$ cat src/rtl/audio_tick_gen.sv
// Audio-sample tick generator: int+frac divisor, runtime-reloadable, with per-channel service strobes.
// Latency: tick is registered one cycle after the period boundary; the strobe for slot 0 is coincident with the tick.
// Backpressure: IO_cfg_ready drops while a divisor is pending and returns the cycle after it is applied at a boundary.
// Optional: define AUDIO_TICK_COUNT_EN to add the 32-bit IO_tick_count output.
module audio_tick_gen #(
  parameter int INT_W        = 12,
  parameter int FRAC_W       = 8,
  parameter int DEFAULT_INT  = 1507,
  parameter int DEFAULT_FRAC = 0,
  parameter int NUM_CHAN     = 8,
  parameter int SLOT_CYCLES  = 16
) (
  input  logic                                           IO_main_clk,
  input  logic                                           IO_rst_n,
  input  logic                                           IO_enable,
  input  logic                                           IO_cfg_valid,
  input  logic [INT_W-1:0]                               IO_cfg_int,
  input  logic [FRAC_W-1:0]                              IO_cfg_frac,
  output logic                                           IO_cfg_ready,
  output logic                                           IO_audio_tick,
  output logic                                           IO_chan_strobe,
  output logic [((NUM_CHAN > 1) ? $clog2(NUM_CHAN) : 1)-1:0] IO_chan_idx,
  output logic                                           IO_overrun,
  input  logic                                           IO_overrun_clr
`ifdef AUDIO_TICK_COUNT_EN
  ,
  output logic [31:0]                                    IO_tick_count
`endif
);

  localparam int IDX_W  = (NUM_CHAN > 1) ? $clog2(NUM_CHAN) : 1;
  localparam int SLOT_W = (SLOT_CYCLES > 1) ? $clog2(SLOT_CYCLES) : 1;

  localparam logic [IDX_W-1:0]  LAST_IDX  = IDX_W'(NUM_CHAN - 1);
  localparam logic [SLOT_W-1:0] LAST_SLOT = SLOT_W'(SLOT_CYCLES - 1);

  typedef enum logic [0:0] {
    S_IDLE = 1'b0,
    S_RUN  = 1'b1
  } seq_state_t;

  // ---------------------------------------------------------------------------
  // Divider state
  // ---------------------------------------------------------------------------
  // Counter is one bit wider than the divisor so that active_int+1 (a carried
  // period end) is always representable.
  logic [INT_W:0]      cnt_q, cnt_d;
  logic [FRAC_W-1:0]   acc_q, acc_d;
  logic                carry_q, carry_d;
  logic [INT_W-1:0]    act_int_q, act_int_d;
  logic [FRAC_W-1:0]   act_frac_q, act_frac_d;
  logic [INT_W-1:0]    pend_int_q, pend_int_d;
  logic [FRAC_W-1:0]   pend_frac_q, pend_frac_d;
  logic                pend_vld_q, pend_vld_d;
  logic                audio_tick_q, audio_tick_d;

  logic [INT_W:0]      end_val;
  logic [FRAC_W:0]     acc_sum;
  logic                boundary;
  logic                cfg_accept;

  // Sequencer state
  seq_state_t          state_q;
  logic [SLOT_W-1:0]   slot_q;
  logic [IDX_W-1:0]    idx_q;
  logic                strobe_q;
  logic                overrun_q;

  // Period end stretches by one cycle whenever the previous fractional add carried.
  assign end_val    = {1'b0, act_int_q} + {{INT_W{1'b0}}, carry_q};
  assign acc_sum    = {1'b0, acc_q} + {1'b0, act_frac_q};
  assign boundary   = IO_enable && (cnt_q == end_val);
  assign cfg_accept = IO_cfg_valid && !pend_vld_q;

  // Next-state for the divider, accumulator and divisor reload path.
  always_comb begin
    cnt_d        = cnt_q;
    acc_d        = acc_q;
    carry_d      = carry_q;
    act_int_d    = act_int_q;
    act_frac_d   = act_frac_q;
    pend_int_d   = pend_int_q;
    pend_frac_d  = pend_frac_q;
    pend_vld_d   = pend_vld_q;
    audio_tick_d = 1'b0;

    if (boundary) begin
      cnt_d        = '0;
      audio_tick_d = 1'b1;
      if (pend_vld_q) begin
        // A new divisor starts from a clean fractional phase.
        act_int_d  = pend_int_q;
        act_frac_d = pend_frac_q;
        acc_d      = '0;
        carry_d    = 1'b0;
        pend_vld_d = 1'b0;
      end else begin
        acc_d   = acc_sum[FRAC_W-1:0];
        carry_d = acc_sum[FRAC_W];
      end
    end else if (IO_enable) begin
      cnt_d = cnt_q + {{INT_W{1'b0}}, 1'b1};
    end

    // An offer taken on a boundary cycle only lands in the pending register,
    // so it is applied at the following boundary.
    if (cfg_accept) begin
      pend_int_d  = IO_cfg_int;
      pend_frac_d = IO_cfg_frac;
      pend_vld_d  = 1'b1;
    end
  end

  // Divider registers with synchronous active-low reset.
  always_ff @(posedge IO_main_clk) begin
    if (!IO_rst_n) begin
      cnt_q        <= '0;
      acc_q        <= '0;
      carry_q      <= 1'b0;
      act_int_q    <= INT_W'(DEFAULT_INT);
      act_frac_q   <= FRAC_W'(DEFAULT_FRAC);
      pend_int_q   <= '0;
      pend_frac_q  <= '0;
      pend_vld_q   <= 1'b0;
      audio_tick_q <= 1'b0;
    end else begin
      cnt_q        <= cnt_d;
      acc_q        <= acc_d;
      carry_q      <= carry_d;
      act_int_q    <= act_int_d;
      act_frac_q   <= act_frac_d;
      pend_int_q   <= pend_int_d;
      pend_frac_q  <= pend_frac_d;
      pend_vld_q   <= pend_vld_d;
      audio_tick_q <= audio_tick_d;
    end
  end

  // Slot sequencer: strobes channels 0..NUM_CHAN-1 SLOT_CYCLES apart after each
  // tick; it ignores IO_enable so a running sequence always completes.
  always_ff @(posedge IO_main_clk) begin
    if (!IO_rst_n) begin
      state_q   <= S_IDLE;
      slot_q    <= '0;
      idx_q     <= '0;
      strobe_q  <= 1'b0;
      overrun_q <= 1'b0;
    end else begin
      strobe_q <= 1'b0;

      // Clear first so that a simultaneous set below wins.
      if (IO_overrun_clr) begin
        overrun_q <= 1'b0;
      end

      if (boundary) begin
        if (state_q == S_RUN) begin
          overrun_q <= 1'b1;
        end
        strobe_q <= 1'b1;
        idx_q    <= '0;
        slot_q   <= '0;
        state_q  <= (NUM_CHAN == 1) ? S_IDLE : S_RUN;
      end else if (state_q == S_RUN) begin
        if (slot_q == LAST_SLOT) begin
          slot_q   <= '0;
          strobe_q <= 1'b1;
          idx_q    <= idx_q + IDX_W'(1);
          if ((idx_q + IDX_W'(1)) == LAST_IDX) begin
            state_q <= S_IDLE;
          end
        end else begin
          slot_q <= slot_q + SLOT_W'(1);
        end
      end
    end
  end

`ifdef AUDIO_TICK_COUNT_EN
  logic [31:0] tick_count_q;

  // Running tick count, advanced on the edge that raises IO_audio_tick.
  always_ff @(posedge IO_main_clk) begin
    if (!IO_rst_n) begin
      tick_count_q <= '0;
    end else if (boundary) begin
      tick_count_q <= tick_count_q + 32'd1;
    end
  end

  assign IO_tick_count = tick_count_q;
`endif

  assign IO_cfg_ready   = !pend_vld_q;
  assign IO_audio_tick  = audio_tick_q;
  assign IO_chan_strobe = strobe_q;
  assign IO_chan_idx    = idx_q;
  assign IO_overrun     = overrun_q;

endmodule

$ cat config.mk
export PLATFORM = sky130hd
export DESIGN_NAME = audio_tick_gen
export DESIGN_NICKNAME = d
export VERILOG_FILES = /design/src/rtl/audio_tick_gen.sv
export SDC_FILE = /design/constraint.sdc
export NUM_CORES = 1
export LEC_CHECK = 0
export CAP_MARGIN = 10
export CORE_ASPECT_RATIO = 1.2
export CORE_MARGIN = 1
export CORE_UTILIZATION = 62
export CTS_CLUSTER_SIZE = 10
export DETAILED_ROUTE_END_ITERATION = 8
export PLACE_DENSITY = 0.85
export SYNTH_ARGS = -nofsm -noshare
export SYNTH_HDL_FRONTEND = slang
export SYNTH_SLANG_ARGS = --single-unit
$ cat constraint.sdc
create_clock -name IO_main_clk -period 5 [get_ports IO_main_clk]
set_input_delay 0.5 -clock IO_main_clk [delete_from_list [all_inputs] [get_ports IO_main_clk]]
set_output_delay 0.5 -clock IO_main_clk [all_outputs]
set_load 0.005 [all_outputs]
# Word-level counts from Yosys, hierarchy flattened
# Cells that the tools add are included.
# Widths: inputs -> output; s select.
[classes]
add_sub_neg = 5
eq_ne = 3
bitwise = 1
n_reduce_logical = 7
mux = 16
[op_table]
columns = ["operator", "count"]
rows = [
  ["$mux 1", 14],
  ["$add 12x1->13", 1],
  ["$add 13x1->13 const B", 1],
  ["$eq 13x13->1", 1],
  ["$add 8x8->9", 1],
  ["$mux 8", 1],
  ["$add 4x1->4 const B", 1],
  ["$eq 4x4->1 const B", 1],
  ["$mux 4", 1],
  ["$reduce_and 2->1", 2],
  ["$add 3x1->3 const B", 1],
  ["$eq 3x3->1 const B", 1],
  ["$logic_and 1x1->1", 2],
  ["$reduce_bool 2->1", 1],
  ["$reduce_or 2->1", 1],
  ["$logic_not 1->1", 1],
  ["$not 1->1", 1],
]
[word_totals]
input_bits = 25
out_inout_bits = 7
elab_cells = 46
regBits = 74

# Longest topological paths before layout
# Gate-level depths: netlist of run 1.
[depth]
word_depth = 6
depth_mapped = 11
mapped_depth_nobuf = 10

# Worst setup path before layout of run 1
# Ideal clock, no wire load.
[synth_path]
path_kind = "reg-to-reg"
start = "register carry_q"
end = "register acc_q[7]"
stages_incl_launch_ff = 11
path_buffers = 1
arrival_time_ns = 2.327
t_required_ns = 4.884
setup_ns = 0.116
slack_ns = 2.557
path_cell_list = "dfxtp_1 -> ha_1 -> ha_1 -> nand3_1 -> o21a_1 -> or3_1 -> a21bo_2 -> a2111oi_4 -> buf_6 -> nor2_1 -> a41o_1"
[synth_via]
elab_chain_cells = 3
[synth_rtl]
columns = ["element", "line", "text"]
rows = [
  ["start, declared", "49", "logic carry_q, carry_d;"],
  ["start signal, assigned", "129", "carry_q <= carry_d;"],
  ["$add 12x1->13", "70", "assign end_val = {1'b0, act_int_q} + {{INT_W{1'b0}}, carry_q};"],
  ["$eq 13x13->1", "72", "assign boundary = IO_enable && (cnt_q == end_val);"],
  ["$logic_and 1x1->1", "72", ""],
  ["end signal, assigned", "118", "acc_q <= '0;"],
  ["end signal, assigned", "128", "acc_q <= acc_d;"],
  ["end, declared", "48", "logic [FRAC_W-1:0] acc_q, acc_d;"],
]
# No other way between the ends.
# A chain may end at the register's enable or synchronous reset.

# Worst setup path after layout of run 1
[layout_path]
start = "register carry_q"
end = "register cnt_q[12]"
[layout_via]
elab_chain_cells = 4
[layout_rtl]
columns = ["element", "line", "text"]
rows = [
  ["$add 12x1->13", "70", ""],
  ["$eq 13x13->1", "72", ""],
  ["$logic_and 1x1->1", "72", ""],
  ["$reduce_or 2->1 (no line)", "n/a", ""],
  ["end signal, assigned", "127", "cnt_q <= cnt_d;"],
  ["end, declared", "47", "logic [INT_W:0] cnt_q, cnt_d;"],
]
# No other way between the ends.

==> results.yml, run 1 <==
power:
  internal_power_mw: 0.836
  clockPowerShare_pct: 38.4
  power.switching_mw: 0.257
  irDropWorstVdd_v: 0.000215
  cellLeakagePower_nw: 1.56
  netSwitchingFraction_pct: 23.5
  p_comb_share_pct: 5.9
  power.density_nw_per_um2: 264
  p_total_mw: 1.09
  seqPwrFrac_pct: 55.7
cts:
  clkSinkCount: 74
  clk_latency_ps: 350
  number_of_gates_resized_after_cts: 0
  hold_buffer_count_at_cts: 0
  ctsLongestPathBuffers: 2
  cts_buffers: 9
  cts-htree-levels: 3
  post_cts.repair.setup_buffers: 0
  cts.clk_slew.worst_paths_ps: 80
  master_cell_of_the_clock_root_buffer: "sky130_fd_sc_hd__clkbuf_8"
  clock_tree_from_tritoncts: "done"
sta:
  fin_crit_sh_pct: 65.3
  fin_tns_setup_ps: 0
  worst_hold_slack_ps: 455
  fin_skew_ps: 10.6
  max_clock_freq_mhz: 306
  setup_viol_count_final: 0
  timing.final.crit_period_ps: 3260
  timing.final.hold_violations: 0
  fin_ws_ps: 1740
  worst-slew-pin-transition_ps: 1160
  maxSlewViolCount: 0
  max-slew-margin-rel_pct: 22.9
  unrepaired_setup_endpoints_after_global_routing: "no"
setup_path:
  critical_path.n_buffers_inverters: 1
  worst_path_max_delay_cell: "sky130_fd_sc_hd__nand2b_1"
  timing.critical_path.slowest_cell_delay_ps: 610
  worstSetupStartpointType: "flop"
  critPathArrivalTime_ps: 3470
  crit_required_ps: 5210
  timing.critical_path.max_delay_family: "simple AND/OR/NAND/NOR gates"
  crit_fanout: 20
  cp-end-kind: "flop"
  crit_type: "flop to flop"
  worst_path_most_repeated_cell: "sky130_fd_sc_hd__ha_1"
  cp_cell_sequence: "ha_1 -> ha_1 -> nand3_1 -> o21a_1 -> or3_1 -> a21bo_2 -> a2111oi_4 -> buf_4 -> nand2b_1 -> nor2_1"
route:
  drt_pass1_iterations: 5
  routed-via-count: 2959
  antenna_violating_nets_post_route: 0
  routed_via_density: 5.47
  finalWirelength_um: 7010
  drt-initial-drc-count: 135
  drc: 0
  wl_cell_um: 13.0
die:
  core_region_area_um2: 5710
  die-area_um2: 6260
  chipWidth_um: 72.4
  std_cell_rows: 30
  ioPinCount: 32
  starting_density_pct: 64.6
  dieHeight_um: 86.5
cells_and_area:
  layout.nets: 496
  drive_above_1_share_pct: 7.59
  most_frequent_cells_in_the_layout: "sky130_fd_sc_hd__nand2_1, sky130_fd_sc_hd__dfxtp_1, sky130_fd_sc_hd__nor2_1"
  area.growth.synth_to_final_pct: 12.4
  antennaDiodeCount: 0
  num-fill-cells: 484
  final_common_cell: "sky130_fd_sc_hd__nand2_1"
  finish.utilization_pct: 72.6
hold_path:
  timing.hold.worst.class: "flop to flop"
flow_run:
  timing.max_cap.violations: 0
global_routing:
  grt_remaining_overflow: 0
  initial_antenna_violation_count: 0
  grt_util_all_layers_pct: 24.4
  first_global_vias: 2834
  wire_length_of_the_first_global_routing_pass_um: 12000
  pin_count_of_the_biggest_net_entering_global_routing: 45
yosys:
  ys_seq_elements: 74
  synthArstFlopShare_pct: 0
  synthesis.instances: 435
  syn_area_um2: 3680
  synth_seq_area_share_pct: 40.2
  synth_net_count: 475
  yosysWarningCount: 0
  synth-main-ff-cell: "sky130_fd_sc_hd__dfxtp_1"
  synthDistinctLibCells: 49
  post_synth.cell_area_avg_um2: 8.47
  number_of_enable_flip_flop_cells_after_synthesis: 0
placement:
  hpwlAfterDp_um: 4940
  place.gp.congestion: 0.839
  placement.setup.worst_slack_ps: 1710
  portBuffers: 31
status:
  run_status: "finished, final reports clean"
[per-stage QoR]
stage,instance area [um2],cells
after floorplan,3680,435
after global placement,3950,524
after detailed placement,3950,524
after CTS,4130,540
after global routing,4140,541
final,4140,541
[worst paths after layout]
path,startpoint,to,slack (ps),depth (start not counted)
worst max-delay path,carry_q,cnt_q[12],1740,10
worst min-delay path,pend_int_q[9],pend_int_q[9],460,2
worst max register to register,carry_q,cnt_q[12],1740,10
worst min register to register,pend_int_q[9],pend_int_q[9],460,2
[routing by layer]
metal | GRT usage [%] | routed length (um) | up-vias
met1 | 29.2 | 3090 | 1382
met4 | 9.27 | 100 | 0
li1 | - | - | 1504
met5 | 0 | 0 | -
met2 | 42.4 | 3550 | 63
met3 | 5.58 | 268 | 10
[cells by family (layout without fill, tap and decap cells)]
kind of cell | after synthesis | after routing | share of synthesized area [%]
DFF | 74 | 74 | 40.2
adders and majority gates | 15 | 15 | 5.30
buffers and inverters | 32 | 58 | 5.13
muxes | 26 | 26 | 7.20
and+or+nand+nor | 192 | 192 | 23.2
xor gates and xnor gates | 33 | 33 | 7.84
AOI/OAI and AO/OA | 63 | 63 | 11.1
[state kept, by name, indices dropped and copies added (netlist names), 3 cells and up]
register     count
IO_chan_idx      3
acc_q            8
act_frac_q       8
act_int_q       12
cnt_q           13
pend_frac_q      8
pend_int_q      12
slot_q           4
[Yosys cell counts (all sizes together) (4+ instances only)]
library cell   n  area (um2)
a21oi         27         139
inv            8        30.0
nand3         13        70.1
buf           10         106
xnor2         16         140
nand2         92         345
and3           8        50.1
nor3           6        35.0
nand4          6        43.8
mux2i         25         254
o21a           4        30.0
ha            14         175
a211oi         4        30.0
clkbuf        14        52.6
nor2          48         188
xor2          17         149
o21ai         18        97.6
dfxtp         74        1480
[layout make-up]
class / count / area (um2) / area share, %
timing repair buffer: 34 / 337 / 8.12
clock inverter: 5 / 28.8 / 0.695
tap: 80 / 100 / 2.42
sequential: 74 / 1480 / 35.8
inverter: 8 / 30.0 / 0.725
multi-input combinational: 329 / 2010 / 48.6
clock buffer: 11 / 151 / 3.65
[power by group through the flow]
stage	Sequential, mW	Clock (mW)	Combinational, mW
after floorplan	0.620	0	0.0389
after global placement	0.622	0	0.0626
after detailed placement	0.622	0	0.0640
after CTS	0.609	0.425	0.0643
after global routing	0.610	0.453	0.0732
final	0.609	0.420	0.0648
[worst reg2reg max path, delay by kind of cell (launching register included)]
| family | cells | cell delay [ps] |
|---|---|---|
| AO/OA/AOI/OAI | 3 | 770 |
| adder cells (fa/ha/maj) | 2 | 460 |
| buffers and inverters | 1 | 310 |
| flip-flops | 1 | 330 |
| AND/OR/NAND/NOR | 4 | 1250 |
(Power assumes the default switching activity.)
==> run 2, diff against run 1 <==
--- a/config.mk
+++ b/config.mk
@@ -8,10 +8,10 @@
 export CAP_MARGIN = 10
 export CORE_ASPECT_RATIO = 1.2
 export CORE_MARGIN = 1
-export CORE_UTILIZATION = 62
+export CORE_UTILIZATION = 58
 export CTS_CLUSTER_SIZE = 10
 export DETAILED_ROUTE_END_ITERATION = 8
-export PLACE_DENSITY = 0.85
+export PLACE_DENSITY = 0.8
 export SYNTH_ARGS = -nofsm -noshare
 export SYNTH_HDL_FRONTEND = slang
 export SYNTH_SLANG_ARGS = --single-unit
==> constraint.sdc (replaced) <==
create_clock -name IO_main_clk -period 3.1 [get_ports IO_main_clk]
set_input_delay 0.31 -clock IO_main_clk [delete_from_list [all_inputs] [get_ports IO_main_clk]]
set_output_delay 0.31 -clock IO_main_clk [all_outputs]
set_load 0.005 [all_outputs]
==> run 2 against run 1 <==
  * Clock power increased by 79%
  * Die area increased by 6.7%
  * Via count decreased by 1.6%
  * Setup slack got worse by 1400 ps
  * First-iteration DRC count decreased by 1.5%
  * Power increased by 69%
  * Sequential share of layout area decreased by 0.35 points
  * Clock skew decreased by 1.0 ps
==> results.yml, run 2 (synthesis results as in run 1) <==
power:
  power.switching_mw: 0.446
  internal_power_mw: 1.40
  cellLeakagePower_nw: 1.58
  clockPowerShare_pct: 40.8
  netSwitchingFraction_pct: 24.2
  power.density_nw_per_um2: 440
  p_comb_share_pct: 5.8
  irDropWorstVdd_v: 0.000430
  seqPwrFrac_pct: 53.3
cells_and_area:
  most_frequent_cells_in_the_layout: "sky130_fd_sc_hd__nand2_1, sky130_fd_sc_hd__dfxtp_1, sky130_fd_sc_hd__nor2_1"
  layout.nets: 499
  final_common_cell: "sky130_fd_sc_hd__nand2_1"
  largest_register_ff_count: 13
  drive_above_1_share_pct: 8.19
  largest_register: "cnt_q"
  antennaDiodeCount: 0
  area.growth.synth_to_final_pct: 13.5
  reg_top3: "cnt_q (13), act_int_q (12), pend_int_q (12)"
sta:
  timing.final.hold_violations: 0
  fin_skew_ps: 9.51
  unrepaired_setup_endpoints_after_global_routing: "no"
  timing.final.crit_period_ps: 2740
  fin_ws_ps: 364
  worst-slew-pin-transition_ps: 614
  max-slew-margin-rel_pct: 59.0
  maxSlewViolCount: 0
  fin_tns_setup_ps: 0
  fin_crit_sh_pct: 88.2
  max_clock_freq_mhz: 366
  setup_viol_count_final: 0
setup_path:
  worst_path_most_repeated_cell: "sky130_fd_sc_hd__ha_1"
  worstSetupStartpointType: "flop"
  cp-end-kind: "flop"
  timing.critical_path.slowest_cell_delay_ps: 340
  crit_required_ps: 3340
  cp_cell_sequence: "ha_1 -> ha_1 -> nand3_1 -> o21a_1 -> or3_1 -> a21bo_2 -> a2111oi_4 -> buf_4 -> nor2_1 -> a41o_1"
  crit_fanout: 19
  worst_path_max_delay_cell: "sky130_fd_sc_hd__dfxtp_1"
  crit_type: "flop to flop"
  critPathArrivalTime_ps: 2980
cts:
  ctsLongestPathBuffers: 2
  clk_latency_ps: 350
  clkSinkCount: 74
  cts_buffers: 9
  cts-htree-levels: 3
  number_of_gates_resized_after_cts: 0
  master_cell_of_the_clock_root_buffer: "sky130_fd_sc_hd__clkbuf_8"
  hold_buffer_count_at_cts: 0
  post_cts.repair.setup_buffers: 0
  clock_tree_from_tritoncts: "done"
  cts.clk_slew.worst_paths_ps: 80
route:
  finalWirelength_um: 6820
  routed-via-count: 2913
  antenna_violating_nets_post_route: 0
  drt_pass1_iterations: 4
  wl_cell_um: 12.5
  routed_via_density: 5.34
  drc: 0
  drt-initial-drc-count: 133
global_routing:
  initial_antenna_violation_count: 0
  wire_length_of_the_first_global_routing_pass_um: 11600
  grt_remaining_overflow: 0
  pin_count_of_the_biggest_net_entering_global_routing: 44
  first_global_vias: 2726
  grt_util_all_layers_pct: 22.7
die:
  dieHeight_um: 89.3
  die-area_um2: 6680
  core_region_area_um2: 6090
  chipWidth_um: 74.8
  starting_density_pct: 60.5
  std_cell_rows: 31
  ioPinCount: 32
placement:
  place.gp.congestion: 0.815
  placement.setup.worst_slack_ps: 376
  portBuffers: 31
  hpwlAfterDp_um: 4890
status:
  run_status: "finished, final reports clean"
hold_path:
  timing.hold.worst.class: "flop to flop"
flow_run:
  timing.max_cap.violations: 0
## run 2: area by class of cell
type                    instances  area [um2]
flip-flops and latches         74        1480
well taps                      82         103
inverters                       8        30.0
repair buffers                 37         355
fillers                       487        1910
clock buffers                   9         124
multi-input cells             329        2010
clock inverters                 7        76.3
## run 2: layer usage
metal / up-vias / part of all wire (%) / routed length (um) / GRT usage (%)
met5: - / 0 / 0 / 0
met4: 0 / 1.5 / 102 / 7.89
met3: 10 / 2.9 / 197 / 5.41
met2: 37 / 49 / 3340 / 38.8
met1: 1357 / 47 / 3180 / 27.6
li1: 1509 / - / - / -
## run 2: critical path: cells and delay by family (launching register included)
kind                       cells  cell delay (ps)
AOI/OAI and AO/OA              4              940
and+or+nand+nor                3              590
adders and majority gates      2              450
DFF                            1              340
buffers and inverters          1              310
## run 2: power groups by stage
stage                     Sequential [mW]  Clock (mW)  Combinational [mW]
after floorplan                      1.00           0              0.0627
after detailed placement             1.00           0               0.107
after global placement               1.00           0               0.104
after CTS                           0.982       0.763               0.108
after global routing                0.985       0.801               0.121
final                               0.982       0.752               0.107
## run 2: worst paths after layout
check / startpoint / to / slack [ps] / cells past startpoint
worst min-delay path: pend_int_q[2] / pend_int_q[2] / 460 / 2
worst max-delay path: carry_q / acc_q[7] / 360 / 10
worst max register to register: carry_q / acc_q[7] / 360 / 10
worst min register to register: pend_int_q[2] / pend_int_q[2] / 460 / 2
## run 2: per-stage QoR
step                util (%)  total power [mW]  cells  hold slack, ps  cell area, um2
floorplan                  -              1.06    435             421            3680
global placement        65.4              1.11    530             443            3980
detailed placement      65.4              1.11    530             447            3980
CTS                     68.7              1.85    546             459            4180
global route            68.7              1.91    546             473            4180
finish                  68.7              1.84    546             460            4180
